## config.mk

```make
export PLATFORM = sky130hd
export DESIGN_NAME = gen_bus_mem_arbiter
export DESIGN_NICKNAME = d
export VERILOG_FILES = /design/src/rtl/gen_bus_mem_arbiter.sv
export SDC_FILE = /design/constraint.sdc
export NUM_CORES = 1
export LEC_CHECK = 0
export CORE_AREA = 5 5 117 119
export DETAILED_ROUTE_END_ITERATION = 10
export DIE_AREA = 0 0 122 124
export DONT_BUFFER_PORTS = 1
export GPL_ROUTABILITY_DRIVEN = 0
export RECOVER_POWER = 100
export SLEW_MARGIN = 5
export SYNTH_ARGS = -nofsm -noshare
export SYNTH_HDL_FRONTEND = slang
export SYNTH_SLANG_ARGS = --single-unit
```

## constraint.sdc

```tcl
create_clock -name CLK -period 4.8 [get_ports CLK]
set_clock_uncertainty 0.15 [all_clocks]
set_input_delay 1.2 -clock CLK [delete_from_list [all_inputs] [get_ports CLK]]
set_output_delay 1.2 -clock CLK [all_outputs]
set_load 0.02 [all_outputs]
```

## src/rtl/gen_bus_mem_arbiter.sv

```systemverilog
// Two-to-one generic-bus arbiter: merges instruction-fetch and data requests onto one memory port.
// Optional round-robin tie-breaking is enabled with `define GEN_BUS_ARB_RR_EN (fixed data priority otherwise).
module gen_bus_mem_arbiter #(
  parameter int ADDR_W = 32,
  parameter int DATA_W = 32
) (
  input  logic                CLK,
  input  logic                nRST,
  input  logic [ADDR_W-1:0]   i_addr,
  input  logic [DATA_W-1:0]   i_wdata,
  input  logic                i_ren,
  input  logic                i_wen,
  input  logic [DATA_W/8-1:0] i_byte_en,
  output logic [DATA_W-1:0]   i_rdata,
  output logic                i_busy,
  input  logic [ADDR_W-1:0]   d_addr,
  input  logic [DATA_W-1:0]   d_wdata,
  input  logic                d_ren,
  input  logic                d_wen,
  input  logic [DATA_W/8-1:0] d_byte_en,
  output logic [DATA_W-1:0]   d_rdata,
  output logic                d_busy,
  output logic [ADDR_W-1:0]   m_addr,
  output logic [DATA_W-1:0]   m_wdata,
  output logic                m_ren,
  output logic                m_wen,
  output logic [DATA_W/8-1:0] m_byte_en,
  input  logic [DATA_W-1:0]   m_rdata,
  input  logic                m_busy
);

  localparam int BE_W = DATA_W / 8;

  localparam logic [1:0] IDLE    = 2'd0;
  localparam logic [1:0] GRANT_I = 2'd1;
  localparam logic [1:0] GRANT_D = 2'd2;

  logic [1:0]        state;
  logic [ADDR_W-1:0] req_addr_q;
  logic [DATA_W-1:0] req_wdata_q;
  logic [BE_W-1:0]   req_byte_en_q;
  logic              req_ren_q;
  logic              req_wen_q;

  logic i_pend;
  logic d_pend;
  logic tie_to_d;
  logic pick_d;
  logic pick_i;
  logic i_done;
  logic d_done;

  assign i_pend = i_ren | i_wen;
  assign d_pend = d_ren | d_wen;

`ifdef GEN_BUS_ARB_RR_EN
  // last_grant: 0 = instruction side, 1 = data side; ties go to the other side.
  logic last_grant;

  assign tie_to_d = ~last_grant;

  always_ff @(posedge CLK or negedge nRST) begin
    if (!nRST) begin
      last_grant <= 1'b0;
    end else if (state == IDLE) begin
      if (pick_d) begin
        last_grant <= 1'b1;
      end else if (pick_i) begin
        last_grant <= 1'b0;
      end
    end
  end
`else
  assign tie_to_d = 1'b1;
`endif

  assign pick_d = d_pend & (~i_pend | tie_to_d);
  assign pick_i = i_pend & ~pick_d;

  // Completion is the cycle the memory drops busy while a grant is held.
  assign i_done = (state == GRANT_I) & ~m_busy;
  assign d_done = (state == GRANT_D) & ~m_busy;

  always_ff @(posedge CLK or negedge nRST) begin
    if (!nRST) begin
      state         <= IDLE;
      req_addr_q    <= '0;
      req_wdata_q   <= '0;
      req_byte_en_q <= '0;
      req_ren_q     <= 1'b0;
      req_wen_q     <= 1'b0;
    end else begin
      case (state)
        IDLE: begin
          if (pick_d) begin
            state         <= GRANT_D;
            req_addr_q    <= d_addr;
            req_wdata_q   <= d_wdata;
            req_byte_en_q <= d_byte_en;
            req_ren_q     <= d_ren & ~d_wen;
            req_wen_q     <= d_wen;
          end else if (pick_i) begin
            state         <= GRANT_I;
            req_addr_q    <= i_addr;
            req_wdata_q   <= i_wdata;
            req_byte_en_q <= i_byte_en;
            req_ren_q     <= i_ren & ~i_wen;
            req_wen_q     <= i_wen;
          end
        end
        GRANT_I, GRANT_D: begin
          if (!m_busy) begin
            state     <= IDLE;
            req_ren_q <= 1'b0;
            req_wen_q <= 1'b0;
          end
        end
        default: begin
          state     <= IDLE;
          req_ren_q <= 1'b0;
          req_wen_q <= 1'b0;
        end
      endcase
    end
  end

  // Memory side is driven purely from the latched request.
  assign m_addr    = req_addr_q;
  assign m_wdata   = req_wdata_q;
  assign m_byte_en = req_byte_en_q;
  assign m_ren     = req_ren_q;
  assign m_wen     = req_wen_q;

  assign i_busy  = ~i_done;
  assign d_busy  = ~d_done;
  assign i_rdata = i_done ? m_rdata : '0;
  assign d_rdata = d_done ? m_rdata : '0;

endmodule
```

# Word level (Yosys, flattened, before mapping)
# Index checks and enable logic that the tools add are counted.
# totals
latchBits,0
rom_bits,0
output_inout_bits,136
register_bits,72
ram_bits,0
memories,0
in_bits,175
# classes
magnitude_cmp,0
muxes,19
div,0
mul,0
bitwise,13
shift,0
n_addsub,0
n_eq_ne,4
n_reduce_logical,5
# op_table
cell,count
32-bit 2-to-1 mux,6
4-bit 2-to-1 mux,2
2-bit 2-to-1 mux,3
1-bit NOT,6
1-bit bitwise AND,5
1-bit 2-to-1 mux,5
1-bit one-hot mux with 2 select lines,2
2-bit one-hot mux with 2 select lines,1
2-bit AND reduction,2
"3-bit != test, second input constant",1
"2-bit by 1-bit == test with 1-bit output, second input constant",1
"2-bit == test, second input constant",1
2-bit zero test,1
"2-bit != test, second input constant",1
1-bit OR,2
2-bit nonzero test,1
2-bit OR reduction,1

# Depth between registers and ports, before layout
# Gate-level depths: netlist of run 1.
# logic_depth
ltp_word,6
ltp_mapped,7
mapped_depth_nobuf,5

# Worst setup path before layout of run 1
# Ideal clock, no wire load.
# synth_path
path_type,in2out
startpoint,input port m_busy
endpoint,output port d_rdata[22]
path_stages,3
slack_ns,1.560
arrival_time_ns,1.890
required_time_ns,3.450
cell_sequence,nor2b_1 -> clkbuf_1 -> and2_1
# synth_between
elab_chain_cells,3
# synth_rtl
item,line,source
start: declaration,29,input logic m_busy
1-bit NOT,82,assign d_done = (state == GRANT_D) & ~m_busy;
1-bit bitwise AND,82,
32-bit 2-to-1 mux,137,assign d_rdata = d_done ? m_rdata : '0;
end: declaration,21,"output logic [DATA_W-1:0] d_rdata,"
# No other way between the ends.

# Final worst setup path of run 1
# layout_path
startpoint,input port m_busy
endpoint,output port d_rdata[6]
# The elaborated chain is that of the path after synthesis.

==> impl_metrics.toml, run 1 <==
[global_routing]
globalRouteTotalUtil_pct = 13.83
grt_pass1_vias = 2806
grt_pass1_wl_mm = 15.55
grt_max_degree = 78
grt_overflow = 0
antenna_found_initial = 1

[setup_path]
path_cells = "nor2b_1, clkbuf_1, and2_0"
path_max_fanout = 33
critical_path_class = "in2out"
critical_path.top_delay_family = "buffers and inverters"
end_kind = "output pin"
path_buf_inv = 1
critPathLaunchType = "input port"
cp_data_arrival_time_ns = 2.45
crit_required_ns = 3.45
slowest_stage = "clkbuf_1"
critPathMaxStageDelay_ns = 0.74

[clock_tree]
cts.sinks = 72
cts_hold_buffers = 0
clk_latency_ns = 0.33
cts.htree.levels = 3
ctsResizeCount = 0
cts_made_buffers = 9
cts_tree = "done"
path_clk_slew_ns = 0.06
cts_setup_buffers = 0
cts_buffer_depth = 2
root_buffer = "clkbuf_16"

[final_layout]
finalNetCount = 565
fill_cells = 1263
drive_above_1_share_pct = 5.102
syn2layout_area_growth_pct = 11.90

[yosys]
synth_cell_types = 25
ys_ff_latch = 72
syn_area_sq_um = 3836
syn_inst = 400
postSynthAreaPerCell_sq_um = 9.590
syn_nets = 578
ys_seq_area_share_pct = 46.97
ys_warn_count = 0

[power_and_ir_drop]
p_clk_share_pct = 26.9
ir_drop_mv = 0.2439
p_sw_mw = 1.343
p_comb_share_pct = 23.4
intPower_mw = 1.705
cellLeakagePower_nw = 1.771
total_power_mw = 3.048
sequentialPowerShare_pct = 49.7
power_density_nw_per_um2 = 710.1
sw_frac_of_total_pct = 44.05

[routing]
drt_first_iter_violations = 74
drtAntennaViolNets = 0
vias = 2770
avgViaCountPerCell = 4.894
drt-total-wl_mm = 11.54
drc_errors = 0
wl_per_cell_um = 20.39
dr.pass1.iters = 4

[run_status]
violations = "capacitance limit, slew limit"
status = "finished, violations left"

[timing]
min_period_ns = 3.802
setup_slack_ns = 0.9984
drv_slew = 127
finalSetupTns_ns = 0
period_share_pct = 79.20
relSlewSlack_pct = -36.23
fmax_mhz = 263.0
setup-violations-final = 0
rsz0062_at_grt = "false"
finalHoldViolCount = 0
worstMarginPinSlew_ns = 2.044

[floorplan]
die_area_sq_um = 15130
die_x_um = 122
core-area_sq_um = 12470
fp.dieH_um = 124
initial_utilization_pct = 30.77
num_rows = 41
ioPinCount = 311

[hold_path]
hold_class = "in2async"

[run]
cap_violations = 2

[place]
port_buffers = 0
place_hpwl_mm = 9.368
pre_cts_ws_ns = 1.608
[cell usage in the layout (no fill, tap or decap), types with 2 or more instances in the layout]
| master | instances |
|---|---|
| a21oi_1 | 4 |
| and2_0 | 64 |
| bufinv_16 | 4 |
| clkbuf_1 | 3 |
| clkbuf_16 | 9 |
| dfrtp_1 | 72 |
| diode_2 | 2 |
| ha_1 | 3 |
| inv_1 | 6 |
| mux2i_1 | 68 |
| nand2_1 | 71 |
| nand3_1 | 2 |
| nor2_1 | 2 |
| nor2b_1 | 2 |
| o21ai_0 | 67 |
[power by group through the flow]
stage               Clock, mW  Combinational, mW  Sequential, mW
detailed placement          0              0.748            1.54
global route            0.867              0.831            1.55
global placement            0              0.707            1.53
CTS                     0.843              0.742            1.53
finish                  0.820              0.714            1.51
floorplan                   0              0.676            1.43
[through the flow]
stage	cell area [sq um]	cells	util (%)	hold slack, ns
after floorplan	3836	400	-	0.3687
after global placement	3941	548	31.62	0.4027
after detailed placement	3941	548	31.62	0.4046
after CTS	4309	564	34.57	0.3998
after global routing	4293	566	34.44	0.3935
final	4293	566	34.44	0.4174
[sequential cells by signal, summed over array words and instances, names as in the netlist]
signal / flops
m_addr: 32
m_wdata: 32
m_byte_en: 4
m_ren: 1
state: 2
m_wen: 1
[final cells by class]
cell class / count / area (sq um) / share of cell area, %
flip-flops and latches: 72 / 1802 / 41.97
multi-input cells: 293 / 1857 / 43.25
clock inverters: 7 / 142.6 / 3.323
clock buffers: 9 / 225.2 / 5.246
diodes: 2 / 5.005 / 0.1166
repair buffers: 5 / 23.77 / 0.5538
inverters: 6 / 22.52 / 0.5246
well taps: 172 / 215.2 / 5.013
[routing by layer]
metal  GRT usage, %  vias to the layer above  routed length, um
met2          27.14                      198               6314
met5              0                        -                  0
met1          13.64                     1247               3802
met4          5.322                        0                275
met3          3.951                       16               1148
li1               -                     1309                  -
[cell usage after synthesis]
| cell | count | share of area, % |
|---|---|---|
| mux2i_1 | 68 | 18 |
| and2_1 | 64 | 10 |
| buf_6 | 4 | 1.2 |
| dfrtp_1 | 72 | 47 |
| or2_2 | 1 | 0.16 |
| nor2_1 | 2 | 0.20 |
| inv_1 | 6 | 0.59 |
| nand2_1 | 71 | 6.9 |
| o41ai_4 | 1 | 0.72 |
| o22ai_1 | 1 | 0.16 |
| nor2b_1 | 2 | 0.33 |
| clkbuf_1 | 14 | 1.4 |
| a21oi_1 | 4 | 0.52 |
| o21ai_0 | 59 | 7.7 |
| o31ai_1 | 1 | 0.20 |
| o211ai_1 | 1 | 0.20 |
| buf_4 | 1 | 0.20 |
| ha_1 | 3 | 0.98 |
| nor4_1 | 1 | 0.16 |
| a21boi_0 | 1 | 0.20 |
| and3_1 | 1 | 0.16 |
| a31oi_1 | 1 | 0.16 |
| o21ai_1 | 9 | 1.2 |
| nand3_1 | 2 | 0.26 |
| buf_2 | 10 | 1.3 |
[final timing paths]
check	start	cells past startpoint	slack, ns	to
max in group asynchronous	nRST	0	3.97	m_wdata[17]
worst min-delay path	nRST	0	0.42	m_addr[22]
min in group CLK	state[0]	2	0.42	state[0]
worst max-delay path	m_busy	3	1.0	d_rdata[6]
worst min register to register	state[0]	2	0.42	state[0]
worst max register to register	state[0]	5	1.80	m_wdata[11]
[worst register-to-register path, delay by kind of cell (launching register included)]
kind | cells | cell delay, ns
flops | 1 | 0.37
compound gates | 2 | 0.45
buf+inv | 2 | 1.51
fa+ha+maj | 1 | 0.30
[logic make-up after synthesis]
logic type | after synthesis | share of synthesized area (%)
compound gates | 78 | 11.02
flops | 72 | 46.97
buf+inv | 35 | 4.631
fa+ha+maj | 3 | 0.9786
mux | 68 | 17.74
simple gates | 144 | 18.66
Note: power is estimated with default switching activity, not from simulation.
==> run 2, diff against run 1 <==
==> constraint.sdc (replaced) <==
create_clock -name CLK -period 3.4 [get_ports CLK]
set_clock_uncertainty 0.15 [all_clocks]
set_input_delay 0.85 -clock CLK [delete_from_list [all_inputs] [get_ports CLK]]
set_output_delay 0.85 -clock CLK [all_outputs]
set_load 0.02 [all_outputs]
==> run 2 against run 1 <==
The flow now finishes without violations. Via count up 1.2%. Core utilization down 0.30 points. Cell area down 0.87%. First-iteration DRC count down 14%. Sequential power up 42%. Critical endpoint is now d_rdata[2]. Largest cell class unchanged. Largest power group unchanged.
==> impl_metrics.toml, run 2 (synthesis gave the netlist of run 1 again) <==
[clock_tree]
ctsResizeCount = 0
cts_tree = "done"
clk_latency_ns = 0.32
cts_made_buffers = 9
cts.htree.levels = 3
cts_setup_buffers = 0
cts.sinks = 72
root_buffer = "clkbuf_16"
path_clk_slew_ns = 0.06
cts_buffer_depth = 2
cts_hold_buffers = 0

[routing]
routed-wl-met3_mm = 1.175
drt_first_iter_violations = 64
dr.max_layer_used = "met4"
wl_per_cell_um = 20.29
drt-total-wl_mm = 11.52
vias = 2804
avgViaCountPerCell = 4.937
drc_errors = 0
dr.pass1.iters = 4
dr_wl_met2_mm = 6.445
met1Wirelength_mm = 3.816
drtAntennaViolNets = 0

[timing]
relSlewSlack_pct = 18.01
min_period_ns = 2.849
setup-violations-final = 0
worstMarginPinSlew_ns = 1.230
period_share_pct = 83.80
finalSetupTns_ns = 0
fmax_mhz = 351.0
finalHoldViolCount = 0
setup_slack_ns = 0.5507
rsz0062_at_grt = "false"
drv_slew = 0
hold_slack_ns = 0.06761

[final_layout]
layout_commonest_cell = "dfrtp_1"
fill_cells = 1258
drive_above_1_share_pct = 6.345
stdcell_area_sq_um = 4255
final_cell_mix = "dfrtp_1 (72), nand2_1 (71), mux2i_1 (68)"
final_core_util_pct = 34.14
finalNetCount = 567
syn2layout_area_growth_pct = 10.93
stdcell_count = 568

[floorplan]
num_rows = 41
initial_utilization_pct = 30.77
core-area_sq_um = 12470
die_x_um = 122
die_area_sq_um = 15130
ioPinCount = 311
fp.dieH_um = 124

[power_and_ir_drop]
power_density_nw_per_um2 = 959.9
cellLeakagePower_nw = 1.754
ir_drop_mv = 0.4089
total_power_mw = 4.085

[setup_path]
critPathLaunch = "state[0]"
crit_required_ns = 2.40
path_max_fanout = 33
critPathLaunchType = "flip-flop"
cp_data_arrival_time_ns = 1.85
r2r_setup_slack_ns = 0.88
critical_path_class = "reg2out"
end_kind = "output pin"
regToRegStartpoint = "state[0]"

[place]
pre_cts_ws_ns = 0.9093
post_dp_cell_area_sq_um = 3969
dp.cells = 550
port_buffers = 0
place_hpwl_mm = 9.413

[global_routing]
grt_max_degree = 78
grt_pass1_vias = 2720
globalRouteTotalUtil_pct = 13.73
grt_pass1_wl_mm = 15.41
antenna_found_initial = 0
grt_overflow = 0

[run]
cap_violations = 0

[hold_path]
hold_class = "in2async"

[run_status]
status = "finished, final reports clean"
run 2: changes by cell type in the layout (fill, tap and decap cells not counted), sizes merged:
cell,change
inv,-1
buf,+3
bufinv,-3
clkbuf,+1
clkinvlp,+2
run 2: critical path, stage by stage, from the launching register on:
cell	delay (ns)
dfrtp_1	0.40
inv_1	0.09
ha_1	0.14
nor2b_1	0.11
clkbuf_2	0.40
and2_0	0.38
run 2: report_power, final:
| group | switching (mW) | total [mW] | internal (mW) |
|---|---|---|---|
| Combinational | 0.676 | 0.998 | 0.322 |
| Clock | 0.341 | 0.946 | 0.605 |
| Sequential | 0.856 | 2.14 | 1.29 |
| Total | 1.87 | 4.08 | 2.21 |
run 2: path summary, 6_finish.rpt:
path / endpoint / cells past startpoint
max in group asynchronous: m_wdata[15] / 0
min in group CLK: state[0] / 2
worst min register to register: state[0] / 2
worst max-delay path: d_rdata[2] / 5
worst min-delay path: m_byte_en[3] / 0
worst max register to register: m_addr[0] / 5
run 2: area by class of cell:
cell class	count	area, sq um	area share [%]
Timing Repair Buffer	7	57.56	1.353
Antenna cell	2	5.005	0.1176
Tap cell	172	215.2	5.057
Sequential cell	72	1802	42.34
Multi-Input combinational cell	293	1846	43.37
Clock inverter	5	55.05	1.294
Inverter	6	22.52	0.5293
Clock buffer	11	252.7	5.939
run 2: layer usage:
| metal | track usage (%) | vias to the layer above |
|---|---|---|
| met3 | 4.087 | 7 |
| met5 | 0 | - |
| met4 | 3.992 | 0 |
| met2 | 27.31 | 198 |
| met1 | 13.65 | 1277 |
| li1 | - | 1322 |
==> run 3, diff against run 2 <==
==> constraint.sdc (replaced) <==
create_clock -name CLK -period 2.56 [get_ports CLK]
set_clock_uncertainty 0.15 [all_clocks]
set_input_delay 0.64 -clock CLK [delete_from_list [all_inputs] [get_ports CLK]]
set_output_delay 0.64 -clock CLK [all_outputs]
set_load 0.02 [all_outputs]
==> run 3 against run 2 <==
The flow now finishes with violations (capacitance limit, slew limit). Critical path depth unchanged. Worst setup slack got worse by 0.44 ns. Routed wire length is 1.1% higher. Sequential share of layout area shrank 0.67 points. Clock-buffer cell count shrank 1. Register-to-register slack worse by 0.10 ns. Critical endpoint is now i_rdata[8]. Highest routed layer unchanged.
==> impl_metrics.toml, run 3 (synthesis gave the netlist of run 1 again) <==
[place]
port_buffers = 0
place_hpwl_mm = 9.391
post_dp_cell_area_sq_um = 4016

[setup_path]
end_kind = "output pin"
cp_data_arrival_time_ns = 1.66
path_max_fanout = 33
critical_path_class = "reg2out"
critPathLaunchType = "flip-flop"
crit_required_ns = 1.77

[clock_tree]
cts_made_buffers = 9
path_clk_slew_ns = 0.06
clk_latency_ns = 0.32
cts.sinks = 72
ctsResizeCount = 0
cts_buffer_depth = 2
cts.htree.levels = 3
root_buffer = "clkbuf_16"
cts_tree = "done"

[global_routing]
globalRouteTotalUtil_pct = 13.95
antenna_found_initial = 0
grt_max_degree = 80
grt.busiest_layer = "met2"
grt_pass1_wl_mm = 15.70
grt_pass1_vias = 2847
grt_overflow = 0
use_met2_pct = 28.07
use_met3_pct = 3.633
grt_util_met1_pct = 13.81

[routing]
drt-total-wl_mm = 11.65
drt_first_iter_violations = 79
drtAntennaViolNets = 0
dr.pass1.iters = 4
drc_errors = 0
vias = 2809
avgViaCountPerCell = 4.928
wl_per_cell_um = 20.43

[final_layout]
fill_cells = 1258
final_cell_mix = "dfrtp_1 (72), nand2_1 (71), mux2i_1 (68)"
final_core_util_pct = 34.69
final-seq-area_sq_um = 1802
stdcell_area_sq_um = 4324
syn2layout_area_growth_pct = 12.72
finalNetCount = 571
layout_commonest_cell = "dfrtp_1"
drive_above_1_share_pct = 7.035
antenna-diode-count = 0
multi_input_area_sq_um = 1846

[timing]
finalHoldViolCount = 0
fmax_mhz = 408.9
hold_slack_ns = 0.2786
setup-violations-final = 0
drv_slew = 73
worstMarginPinSlew_ns = 1.776
relSlewSlack_pct = -18.39
period_share_pct = 95.53
rsz0062_at_grt = "false"
finalSetupTns_ns = 0
min_period_ns = 2.446

[floorplan]
core-area_sq_um = 12470
initial_utilization_pct = 30.77
die_area_sq_um = 15130
num_rows = 41
die_x_um = 122
ioPinCount = 311
fp.dieH_um = 124

[power_and_ir_drop]
cellLeakagePower_nw = 1.846
power_density_nw_per_um2 = 1301
ir_drop_mv = 0.4500

[run_status]
violations = "capacitance limit, slew limit"
status = "finished, violations left"

[run]
cap_violations = 1

[hold_path]
hold_class = "in2reg"
==> run 3: area by class of cell <==
class | instances | area share, %
Clock buffer | 10 | 5.295
Clock inverter | 6 | 2.141
Inverter | 6 | 0.5208
Multi-Input combinational cell | 293 | 42.68
Sequential cell | 72 | 41.67
Tap cell | 172 | 4.977
Timing Repair Buffer | 11 | 2.720
==> run 3: path summary, 6_finish.rpt <==
check                      startpoint          end  slack (ns)  cells past startpoint
max                          state[1]   i_rdata[8]        0.11                      5
min                             d_wen        m_ren        0.28                      1
max reg2reg                  state[0]   m_addr[14]        0.78                      5
min reg2reg                  state[0]     state[0]        0.41                      2
max in group asynchronous        nRST  m_wdata[17]        0.57                      1
min in group asynchronous        nRST   m_addr[15]        0.63                      1
==> run 3: metal layers <==
| layer | up-vias | share of wire [%] | routed length [um] |
|---|---|---|---|
| li1 | 1324 | - | - |
| met1 | 1277 | 34 | 3990 |
| met2 | 199 | 55 | 6401 |
| met3 | 9 | 9.7 | 1124 |
| met4 | 0 | 1.1 | 130 |
| met5 | - | 0 | 0 |
==> run 3: through the flow <==
step / instances / power [mW] / worst slack, ns
after floorplan: 400 / 3.948 / 0.4404
after global placement: 553 / 4.275 / 0.5053
after detailed placement: 553 / 4.363 / 0.4808
after CTS: 570 / 5.747 / 0.1264
after global routing: 570 / 5.997 / 0.02923
final: 570 / 5.626 / 0.1144
==> run 3: repair_timing <==
action | CTS | global route
setup buffers | 0 | 0
hold buffers | 1 | 0
endpoints found under the hold margin | 72 | 0
==> run 3: worst max-delay path: stages (launching register included) <==
cell and delay [ns]:
dfrtp_1 0.38, inv_1 0.09, ha_1 0.14, nor2b_1 0.12, buf_4 0.25, and2_0 0.33
==> run 3: report_power, final <==
part | switching (mW) | internal, mW | total [mW]
clock network | 0.488 | 0.858 | 1.35
logic | 0.933 | 0.500 | 1.43
registers | 1.14 | 1.70 | 2.85
